## config.mk

```make
export PLATFORM = sky130hd
export DESIGN_NAME = angle_reduce
export DESIGN_NICKNAME = d
export VERILOG_FILES = /design/src/rtl/angle_reduce.sv
export SDC_FILE = /design/constraint.sdc
export NUM_CORES = 1
export LEC_CHECK = 0
export CAP_MARGIN = 40
export CORE_UTILIZATION = 40
export DETAILED_ROUTE_END_ITERATION = 8
export GPL_TIMING_DRIVEN = 0
export HOLD_SLACK_MARGIN = 0.15
export RECOVER_POWER = 100
export SETUP_SLACK_MARGIN = 0.15
export SKIP_LAST_GASP = 1
export SLEW_MARGIN = 20
export SYNTH_ARGS = -nofsm -noshare
export SYNTH_HDL_FRONTEND = slang
export SYNTH_SLANG_ARGS = --single-unit
```

## constraint.sdc

```tcl
create_clock -name clk -period 3.8 [get_ports clk]
set_input_delay 0.76 -clock clk [delete_from_list [all_inputs] [get_ports clk]]
set_output_delay 0.76 -clock clk [all_outputs]
set_load 0.02 [all_outputs]
```

## src/rtl/angle_reduce.sv

```systemverilog
// Reduces an unsigned degree angle modulo 360 by shift-subtract, then folds it
// into a first-quadrant angle plus quadrant code for the sine LUT.
module angle_reduce #(
    parameter int unsigned DATA_WIDTH = 32
) (
    input  logic                  clk,
    input  logic                  reset_n,
    input  logic                  start,
    input  logic [DATA_WIDTH-1:0] angle_in,
    output logic                  busy,
    output logic                  en_sine,
    output logic [1:0]            quadrant,
    output logic [DATA_WIDTH-1:0] angle_out
);

    localparam int unsigned K_MAX = DATA_WIDTH - 9;
    localparam int unsigned KW    = $clog2(K_MAX + 1);
    localparam int unsigned EW    = DATA_WIDTH + 1;

    typedef enum logic [1:0] {
        IDLE,
        REDUCE,
        FOLD
    } state_t;

    state_t                state, state_next;
    logic [DATA_WIDTH-1:0] r, r_next;
    logic [KW-1:0]         k, k_next;
    logic [1:0]            quad_next;
    logic [DATA_WIDTH-1:0] angle_next;
    logic                  en_next;
    logic                  busy_next;
    logic [EW-1:0]         modulus;
    logic [EW-1:0]         r_ext;

    // One extra bit so 360<<K_MAX never wraps.
    assign r_ext   = {1'b0, r};
    assign modulus = EW'(360) << k;

    // State and output registers
    always_ff @(posedge clk or negedge reset_n) begin
        if (!reset_n) begin
            state     <= IDLE;
            r         <= '0;
            k         <= '0;
            quadrant  <= 2'd0;
            angle_out <= '0;
            en_sine   <= 1'b0;
            busy      <= 1'b0;
        end else begin
            state     <= state_next;
            r         <= r_next;
            k         <= k_next;
            quadrant  <= quad_next;
            angle_out <= angle_next;
            en_sine   <= en_next;
            busy      <= busy_next;
        end
    end

    // Next-state and output logic
    always_comb begin
        state_next = state;
        r_next     = r;
        k_next     = k;
        quad_next  = quadrant;
        angle_next = angle_out;
        en_next    = 1'b0;

        case (state)
            IDLE: begin
                if (start) begin
                    r_next     = angle_in;
                    k_next     = KW'(K_MAX);
                    state_next = REDUCE;
                end
            end
            REDUCE: begin
                if (r_ext >= modulus) begin
                    r_next = DATA_WIDTH'(r_ext - modulus);
                end
                if (k == '0) begin
                    state_next = FOLD;
                end else begin
                    k_next = k - KW'(1);
                end
            end
            FOLD: begin
                // r is 0..359 here
                if (r <= DATA_WIDTH'(90)) begin
                    quad_next  = 2'd0;
                    angle_next = r;
                end else if (r <= DATA_WIDTH'(180)) begin
                    quad_next  = 2'd1;
                    angle_next = DATA_WIDTH'(180) - r;
                end else if (r <= DATA_WIDTH'(270)) begin
                    quad_next  = 2'd2;
                    angle_next = r - DATA_WIDTH'(180);
                end else begin
                    quad_next  = 2'd3;
                    angle_next = DATA_WIDTH'(360) - r;
                end
                en_next    = 1'b1;
                state_next = IDLE;
            end
            default: begin
                state_next = IDLE;
            end
        endcase

        busy_next = (state_next != IDLE);
    end

endmodule

```

**Word-level counts from Yosys, hierarchy flattened**

Cells that the tools add are included.

- Register bits: 75
- Input port bits: 35
- Logic and storage cells: 44

- Add/sub/neg operators: 5
- Order comparisons: 4
- Eq/ne operators: 5
- Shifts and indexed selects: 1
- Multiplexer cells: 16
- Reductions and logical operators: 6

Operators by type and width:

| kind | number |
|---|---|
| 2-to-1 mux 32 bit | 5 |
| one-hot mux 32 bit (2 select lines) | 1 |
| >= comparator 32 x 33 -> 1 bit | 1 |
| << shifter 9 x 5 -> 33 bit (first input constant) | 1 |
| <= comparator 32 x 7 -> 1 bit (second input constant) | 1 |
| <= comparator 32 x 8 -> 1 bit (second input constant) | 1 |
| <= comparator 32 x 9 -> 1 bit (second input constant) | 1 |
| subtractor 32 bit | 1 |
| subtractor 32 x 8 -> 32 bit (second input constant) | 1 |
| subtractor 8 x 32 -> 32 bit (first input constant) | 1 |
| subtractor 9 x 32 -> 32 bit (first input constant) | 1 |
| 2-to-1 mux 5 bit | 2 |
| one-hot mux 5 bit (2 select lines) | 1 |
| 2-to-1 mux 2 bit | 4 |
| inequality test 2 bit (second input constant) | 3 |
| AND reduction 3 bit | 2 |
| zero test 5 bit | 1 |
| subtractor 5 x 1 -> 5 bit (second input constant) | 1 |
| one-hot mux 2 bit (2 select lines) | 1 |
| nonzero test 2 bit | 2 |
| == test 2 x 1 -> 1 bit (second input constant) | 1 |
| == test 2 bit (second input constant) | 1 |
| zero test 2 bit | 1 |
| 2-to-1 mux 1 bit | 2 |

**Depth between registers and ports, before layout**

Gate-level depths: netlist of the first run.

- Word-level depth: 4
- Gate-level depth with buffers: 18

**Worst setup path after synthesis of the first run**

No wires, ideal clock.

- Kind: flip-flop to flip-flop
- Start point: register k[0]
- End point: register r[20]
- Setup time: 126 ps
- Data arrival time: 3439 ps
- Required time: 3674 ps
- Path slack: 235 ps
- Stages on the path, launching flop included: 17
- Buffers on the path: 3
- Clock period less this slack: 3565 ps
- Cell sequence: dfrtp_1 inv_1 ha_1 inv_1 o21ai_0 nand2b_1 ha_1 buf_2 and3_1 nand4_1 a211oi_1 a21oi_1 or4_1 a31o_2 buf_6 buf_6 a221o_1

- Word-level cells in the longest chain between the ends: 4
- Elaborated cells on any way between the ends: 7
- Classes of those cells: 1 x add/sub; 1 x order compare; 1 x eq/ne; 1 x shift; 2 x mux; 1 x reduce/logical

RTL lines:

| element | line | source |
|---|---|---|
| start: declaration | 28 | `logic [KW-1:0] k, k_next;` |
| start signal: assignment | 53 | `k <= k_next;` |
| << shifter 9 x 5 -> 33 bit (*) | 38 | `assign modulus = EW'(360) << k;` |
| subtractor 32 bit / >= comparator 32 x 33 -> 1 bit (equally long branches) | 80, 79 |  |
| 2-to-1 mux 32 bit / inequality test 2 bit (equally long branches) | - |  |
| one-hot mux 32 bit (2 select lines) / AND reduction 3 bit (equally long branches) | - |  |
| end signal: assignment | 52 | `r <= r_next;` |
| end: declaration | 27 | `logic [DATA_WIDTH-1:0] r, r_next;` |

Every way passes the cells marked *; elsewhere a longest branch is shown, timed or not. The select of a mux whose other input is x is not followed.
A chain may end at the register's enable or synchronous reset.

**Worst setup path after layout of the first run**

- Start point: register k[0]
- End point: register r[27]

The elaborated chain is that of the path after synthesis.

==> results of run 1 <==
[synthesized netlist by cell type (all sizes together) (13+ instances only)]
cell / count
nand4: 17
o21ai: 84
mux2i: 13
nand3: 15
a21oi: 72
inv: 23
dfrtp: 75
xnor2: 36
nand2: 121
nor2: 69
buf: 19
clkbuf: 33
ha: 45
nor3: 27
[logic make-up after synthesis]
group                      share of synthesized area
buffers and inverters                        0.05145
xor gates and xnor gates                     0.06436
DFF                                           0.2934
and+or+nand+nor                               0.2353
AOI/OAI and AO/OA                             0.2418
adders and majority gates                    0.08803
muxes                                        0.02562
[sequential cells by signal, indices dropped and copies added, names as in the netlist]
register   cells
quadrant       2
en_sine        1
state          2
k              5
angle_out     32
r             32
busy           1
[area by class of cell]
| cell class | count | area share |
|---|---|---|
| buffer | 52 | 0.03975 |
| timing repair buffer | 111 | 0.1228 |
| clock inverter | 3 | 0.002512 |
| tap | 211 | 0.03118 |
| multi-input combinational | 669 | 0.5381 |
| inverter | 23 | 0.01167 |
| sequential | 75 | 0.2221 |
| clock buffer | 13 | 0.03192 |
[metal layers]
layer  vias to the layer above  wire [um]  GRT usage
met5                         -          0          0
met4                         0        804     0.1045
met3                        56       1413    0.04241
met2                       256      10510     0.4480
met1                      3153       9403     0.3487
li1                       3190          -          -
[worst max-delay path by stage]
stage                  from    end  slack [ps]
floorplan              k[0]  r[20]         230
global placement    reset_n   k[1]        -880
detailed placement     k[0]  r[22]        -620
CTS                    k[0]  r[29]         120
global route           k[0]  r[31]          30
finish                 k[0]  r[27]          90
[through the flow]
step,setup slack [ps],TNS [ps],hold WS [ps],utilization,std cells
final,94.64,0,467.9,0.5488,1157
after global routing,26.56,0,492.9,0.5488,1157
after CTS,117.1,0,393.5,0.5341,1141
after detailed placement,-622.9,-13890,469.5,0.4783,1101
after global placement,-876.3,-79570,461.6,0.4771,1100
after floorplan,234.5,0,464.4,-,819
[timing repair]
item,CTS,global route
endpoints found under the setup margin,29,30
gates cloned,1,0
resized for setup,86,47
pin swaps,25,16
setup buffers,23,16
[worst reg2reg max path, stage by stage, from the launching register on]
cell and delay, ps:
sky130_fd_sc_hd__dfrtp_2 450, sky130_fd_sc_hd__clkinv_4 110, sky130_fd_sc_hd__buf_4 160, sky130_fd_sc_hd__ha_4 190
sky130_fd_sc_hd__o21ai_2 160, sky130_fd_sc_hd__nand2b_1 160, sky130_fd_sc_hd__ha_4 330, sky130_fd_sc_hd__and3_4 190
sky130_fd_sc_hd__nand4_1 170, sky130_fd_sc_hd__a211oi_2 250, sky130_fd_sc_hd__a21oi_2 120, sky130_fd_sc_hd__or4_4 430
sky130_fd_sc_hd__a31o_4 280, sky130_fd_sc_hd__buf_12 150, sky130_fd_sc_hd__buf_8 140, sky130_fd_sc_hd__a221o_1 310
[cells in the final DEF, fill, tap and decap left out, types with 19 or more instances in the layout]
master / netlist / layout
sky130_fd_sc_hd__dlygate4sd3_1: 0 / 37
sky130_fd_sc_hd__dfrtp_1: 75 / 72
sky130_fd_sc_hd__nor2_1: 67 / 63
sky130_fd_sc_hd__clkbuf_1: 33 / 27
sky130_fd_sc_hd__inv_1: 22 / 19
sky130_fd_sc_hd__o21ai_0: 52 / 69
sky130_fd_sc_hd__nor3_1: 25 / 24
sky130_fd_sc_hd__a21oi_1: 72 / 67
sky130_fd_sc_hd__buf_4: 3 / 37
sky130_fd_sc_hd__xnor2_1: 36 / 36
sky130_fd_sc_hd__nand2_1: 121 / 116
sky130_fd_sc_hd__clkdlybuf4s50_1: 0 / 32
sky130_fd_sc_hd__ha_1: 45 / 33
==> impl_metrics.ini, run 1 <==
[run_status]
result_of_the_run = finished with violations
violations = capacitance limit, slew limit

[placement]
gp_routability_congestion = 0.9202
place.port_buffers = 70
post_dp_cell_area_sq_um = 7378
detailed_placement_wirelength_estimate_um = 15930

[worst_setup_path]
cp_max_fo = 8
rrSetupSlack_ps = 90
data_required_critical_path_ps = 4040
path_depth = 15
slowest_delay_ps = 450
critical-path-top-delay-family = compound AO/OA/AOI/OAI gates
cp_cell_sequence = clkinv_4 -> buf_4 -> ha_4 -> o21ai_2 -> nand2b_1 -> ha_4 -> and3_4 -> nand4_1 -> a211oi_2 -> a21oi_2 -> or4_4 -> a31o_4 -> buf_12 -> buf_8 -> a221o_1
r2r_end = r[27]
rr_startpoint = k[0]
type_of_element_capturing_the_critical_path = register
critPathMostFrequentCell = sky130_fd_sc_hd__ha_4
critical_path_buf_inv_count = 4
crit_type = reg2reg
critical_path.startpoint_type = register
crit_arrival_ps = 3940
worst_r2r_path_depth = 15
crit_path_top_delay_cell = sky130_fd_sc_hd__dfrtp_2

[final_layout]
diodes = 0
drive_above_1_share = 0.1681
sequential_cell_area_sq_um = 1881
multi_input_comb_area_sq_um = 4556
fillCellCount = 1503
layout_area_overhead_pct = 32.37
num-nets-final = 1021
finish.instance_area_sq_um = 8467

[yosys]
synth-main-ff-cell = sky130_fd_sc_hd__dfrtp_1
synth_cell_area_sq_um = 6396
netlist.area_leader.share = 0.2934
synthTopCellsByArea = sky130_fd_sc_hd__dfrtp_1, sky130_fd_sc_hd__ha_1, sky130_fd_sc_hd__nand2_1, sky130_fd_sc_hd__a21oi_1, sky130_fd_sc_hd__xnor2_1
avgSynthCellArea_sq_um = 7.810
synth.yosys.seq_area_share = 0.2934
synth_edf_count = 0
ys_seq_elements = 75
postSynthNetCount = 899
post_synth_inst_count = 819
synth_cell_types = 71
synth_async_reset_ratio = 1.000
synthDominantAreaCellType = sky130_fd_sc_hd__dfrtp_1
yosys_warnings = 0

[clocking]
cts_inserted_buffers = 9
number_of_sinks_on_the_clock_net = 75
ctsHtreeMaxLevel = 3
clk_latency_ps = 360
cts_tree = done
maximum_number_of_buffers_from_clock_root_to_sink = 2
clock_root_buffer = sky130_fd_sc_hd__clkbuf_16
cts-hold-fix-buffers = 0
clkTransAtPathRegs_ps = 60

[global_routing]
grt_start_max_net_pins = 39
first_global_vias = 6190
grt_first_pass_wirelength_um = 33740
globalRouteTotalUtil = 0.2687
gr-total-overflow = 0
antenna_found_initial = 0

[min_path]
worstHoldEndpoint = angle_out[1]
timing.hold.worst.start = angle_out[1]
hold_path_cells = 2
hold_path.class = reg2reg

[timing]
finClkSkew_ps = 11.00
grt_setup_unrepaired = true
finalWorstPathRequiredPeriod_ps = 3705
tightest_slew_ps = 2038
slew_violations = 39
final-hold-violation-count = 0
max-slew-margin-rel = -0.3589
report.final.setup_viol = 0
achievable-frequency_mhz = 269.9
min_period_over_period = 0.9751

[die]
site_rows = 45
die-area_sq_um = 16500
start_util = 0.4146
io_pins = 71
die_width_um = 128.5
die-height_um = 128.5
floorplan.core_area_sq_um = 15430

[drt]
detail_route.vias_per_cell = 5.752
drt_iter0_markers = 595
finalWirelength_um = 22140
post-route-drc-count = 0
drt_pre_antenna_iters = 5
post_drt_wl_per_cell_um = 19.13
ant_nets = 0
dr_total_vias = 6655

[run]
cap_viol_max_count = 1
Power of run 1 is left out: the tool's default activity adds up to more than one toggle a clock period on the data nets, which glitch-free logic cannot reach.
==> inputs of run 2 (changes only) <==
--- a/config.mk
+++ b/config.mk
@@ -7,6 +7,7 @@
 export LEC_CHECK = 0
 export CAP_MARGIN = 40
 export CORE_UTILIZATION = 40
+export CTS_CLUSTER_SIZE = 16
 export DETAILED_ROUTE_END_ITERATION = 8
 export GPL_TIMING_DRIVEN = 0
 export HOLD_SLACK_MARGIN = 0.15
==> results of run 2 <==
No change in the layout: final DEF, timing and power equal those of run 1.
Power of run 2 is left out for the same reason.
==> inputs of run 3 (changes only) <==
--- a/config.mk
+++ b/config.mk
@@ -6,11 +6,13 @@
 export NUM_CORES = 1
 export LEC_CHECK = 0
 export CAP_MARGIN = 40
-export CORE_UTILIZATION = 40
+export CORE_UTILIZATION = 52
 export CTS_CLUSTER_SIZE = 16
 export DETAILED_ROUTE_END_ITERATION = 8
 export GPL_TIMING_DRIVEN = 0
 export HOLD_SLACK_MARGIN = 0.15
+export MAX_ROUTING_LAYER = met4
+export PLACE_DENSITY = 0.77
 export RECOVER_POWER = 100
 export SETUP_SLACK_MARGIN = 0.15
 export SKIP_LAST_GASP = 1
==> run 3 against run 2 <==
The flow still finishes with violations (capacitance limit, slew limit). Hold slack improved by 1.6 ps. Routed wire length fell by 2.7%. First-iteration DRC count fell by 4.7%. Clock-buffer cell count fell by 3. Final area fell by 2.6%. Critical path depth rose by 5. Critical endpoint is now r[18].
==> impl_metrics.ini, run 3 (synthesized netlist as in run 1, its figures left out) <==
[final_layout]
biggestRegsByFlops = angle_out (32), r (32), k (5)
final_cell_mix = sky130_fd_sc_hd__nand2_1, sky130_fd_sc_hd__dfrtp_1, sky130_fd_sc_hd__a21oi_1
diodes = 0
layout_area_overhead_pct = 28.99
drive_above_1_share = 0.1494
commonest_non_fill_non_tap_cell_in_the_layout = sky130_fd_sc_hd__nand2_1
num-nets-final = 1019

[global_routing]
antenna_found_initial = 0
first_global_vias = 6473
gr-total-overflow = 0
grt_start_max_net_pins = 47
globalRouteTotalUtil = 0.3508
grt_first_pass_wirelength_um = 33430

[die]
start_util = 0.5325
site_rows = 40
io_pins = 71
floorplan.core_area_sq_um = 12010
die-height_um = 112.9
die_width_um = 112.9
die-area_sq_um = 12750

[timing]
final-hold-violation-count = 0
achievable-frequency_mhz = 263.5
timing.setup.tns_ps = 0
grt_setup_unrepaired = true
finClkSkew_ps = 8.761
finalWorstPathRequiredPeriod_ps = 3795
report.final.setup_viol = 0
min_period_over_period = 0.9987
tightest_slew_ps = 1546
max-slew-margin-rel = -0.03052
slew_violations = 31

[drt]
drt_pre_antenna_iters = 5
finalWirelength_um = 21550
post_drt_wl_per_cell_um = 19.75
detail_route.vias_per_cell = 6.251
dr_total_vias = 6820
post-route-drc-count = 0
ant_nets = 0
drt_iter0_markers = 567

[worst_setup_path]
critical_path_buf_inv_count = 8
critical_path.startpoint_type = register
data_required_critical_path_ps = 4050
crit_arrival_ps = 4040
cp_cell_sequence = buf_6 -> ha_4 -> mux2_4 -> nand2_2 -> o21ai_2 -> nand2b_1 -> ha_4 -> buf_6 -> and3_4 -> nand4_1 -> buf_4 -> buf_4 -> buf_6 -> nor4_4 -> o21ai_1 -> a31o_2 -> buf_12 -> buf_8 -> buf_6 -> mux2_2
crit_type = reg2reg
critical-path-top-delay-family = buffers and inverters
crit_path_top_delay_cell = sky130_fd_sc_hd__dfrtp_2
critPathMostFrequentCell = sky130_fd_sc_hd__buf_6
slowest_delay_ps = 440
type_of_element_capturing_the_critical_path = register
cp_max_fo = 7

[clocking]
clk_latency_ps = 360
cts_inserted_buffers = 9
cts_tree = done
clock_root_buffer = sky130_fd_sc_hd__clkbuf_16
number_of_sinks_on_the_clock_net = 75
maximum_number_of_buffers_from_clock_root_to_sink = 2
cts-hold-fix-buffers = 0
clkTransAtPathRegs_ps = 70
ctsHtreeMaxLevel = 3

[min_path]
hold_path.class = reg2reg

[placement]
place.port_buffers = 70
gp_routability_congestion = 0.9685
detailed_placement_wirelength_estimate_um = 15490

[run_status]
violations = capacitance limit, slew limit
result_of_the_run = finished with violations

[run]
cap_viol_max_count = 1
## run 3: cell types whose count changed in the layout (fill, tap and decap cells not counted), sizes merged
cell / previous run / this run
buf: 59 / 56
inv: 22 / 25
clkbuf: 48 / 46
bufinv: 0 / 1
clkinvlp: 1 / 0
## run 3: metal layers
metal	GRT usage	part of all wire	up-vias
li1	-	-	3193
met1	0.4099	0.40	3235
met2	0.5798	0.48	311
met3	0.05785	0.067	81
met4	0.1895	0.047	0
met5	-	0	-
## run 3: final cells by class
class | instances | area (sq um)
Timing Repair Buffer | 109 | 1031
Clock inverter | 6 | 70.07
Tap cell | 147 | 183.9
Clock buffer | 10 | 239.0
Buffer | 52 | 317.8
Fill cell | 1030 | 3761
Multi-Input combinational cell | 669 | 4438
Sequential cell | 75 | 1879
Inverter | 23 | 91.34
## run 3: path summary, 6_finish.rpt
| kind | slack [ps] | start | depth (start not counted) | to |
|---|---|---|---|---|
| hold / removal | 470 | angle_out[7] | 2 | angle_out[7] |
| min in group asynchronous | 780 | reset_n | 1 | angle_out[15] |
| setup reg to reg | 5 | k[0] | 20 | r[18] |
| hold reg to reg | 470 | angle_out[7] | 2 | angle_out[7] |
| setup / recovery | 5 | k[0] | 20 | r[18] |
| max in group asynchronous | 990 | reset_n | 2 | k[0] |
## run 3: what timing repair did
action,CTS,global route
buffers inserted,20,15
pin swaps,13,9
gates resized for setup,64,50
gates cloned,1,1
endpoints found under the setup margin,29,31
## run 3: through the flow
stage	hold WS (ps)	area, sq um	cells	setup slack (ps)	utilization
2_1_floorplan	464.4	6396	819	234.5	-
3_3_place_gp	459.9	7281	1036	-778.3	0.6061
3_5_place_dp	474.2	7311	1038	-715.8	0.6086
4_1_cts	347.1	8035	1075	24.24	0.6690
5_1_grt	511.4	8250	1091	-59.50	0.6869
6_report	469.6	8250	1091	5.069	0.6869
## run 3: tightest hold or removal path: stages, from the launching register on
cell and delay, ps:
sky130_fd_sc_hd__dfrtp_1 330, sky130_fd_sc_hd__nand2_1 40, sky130_fd_sc_hd__o21ai_0 60
Power of run 3 is left out for the same reason.
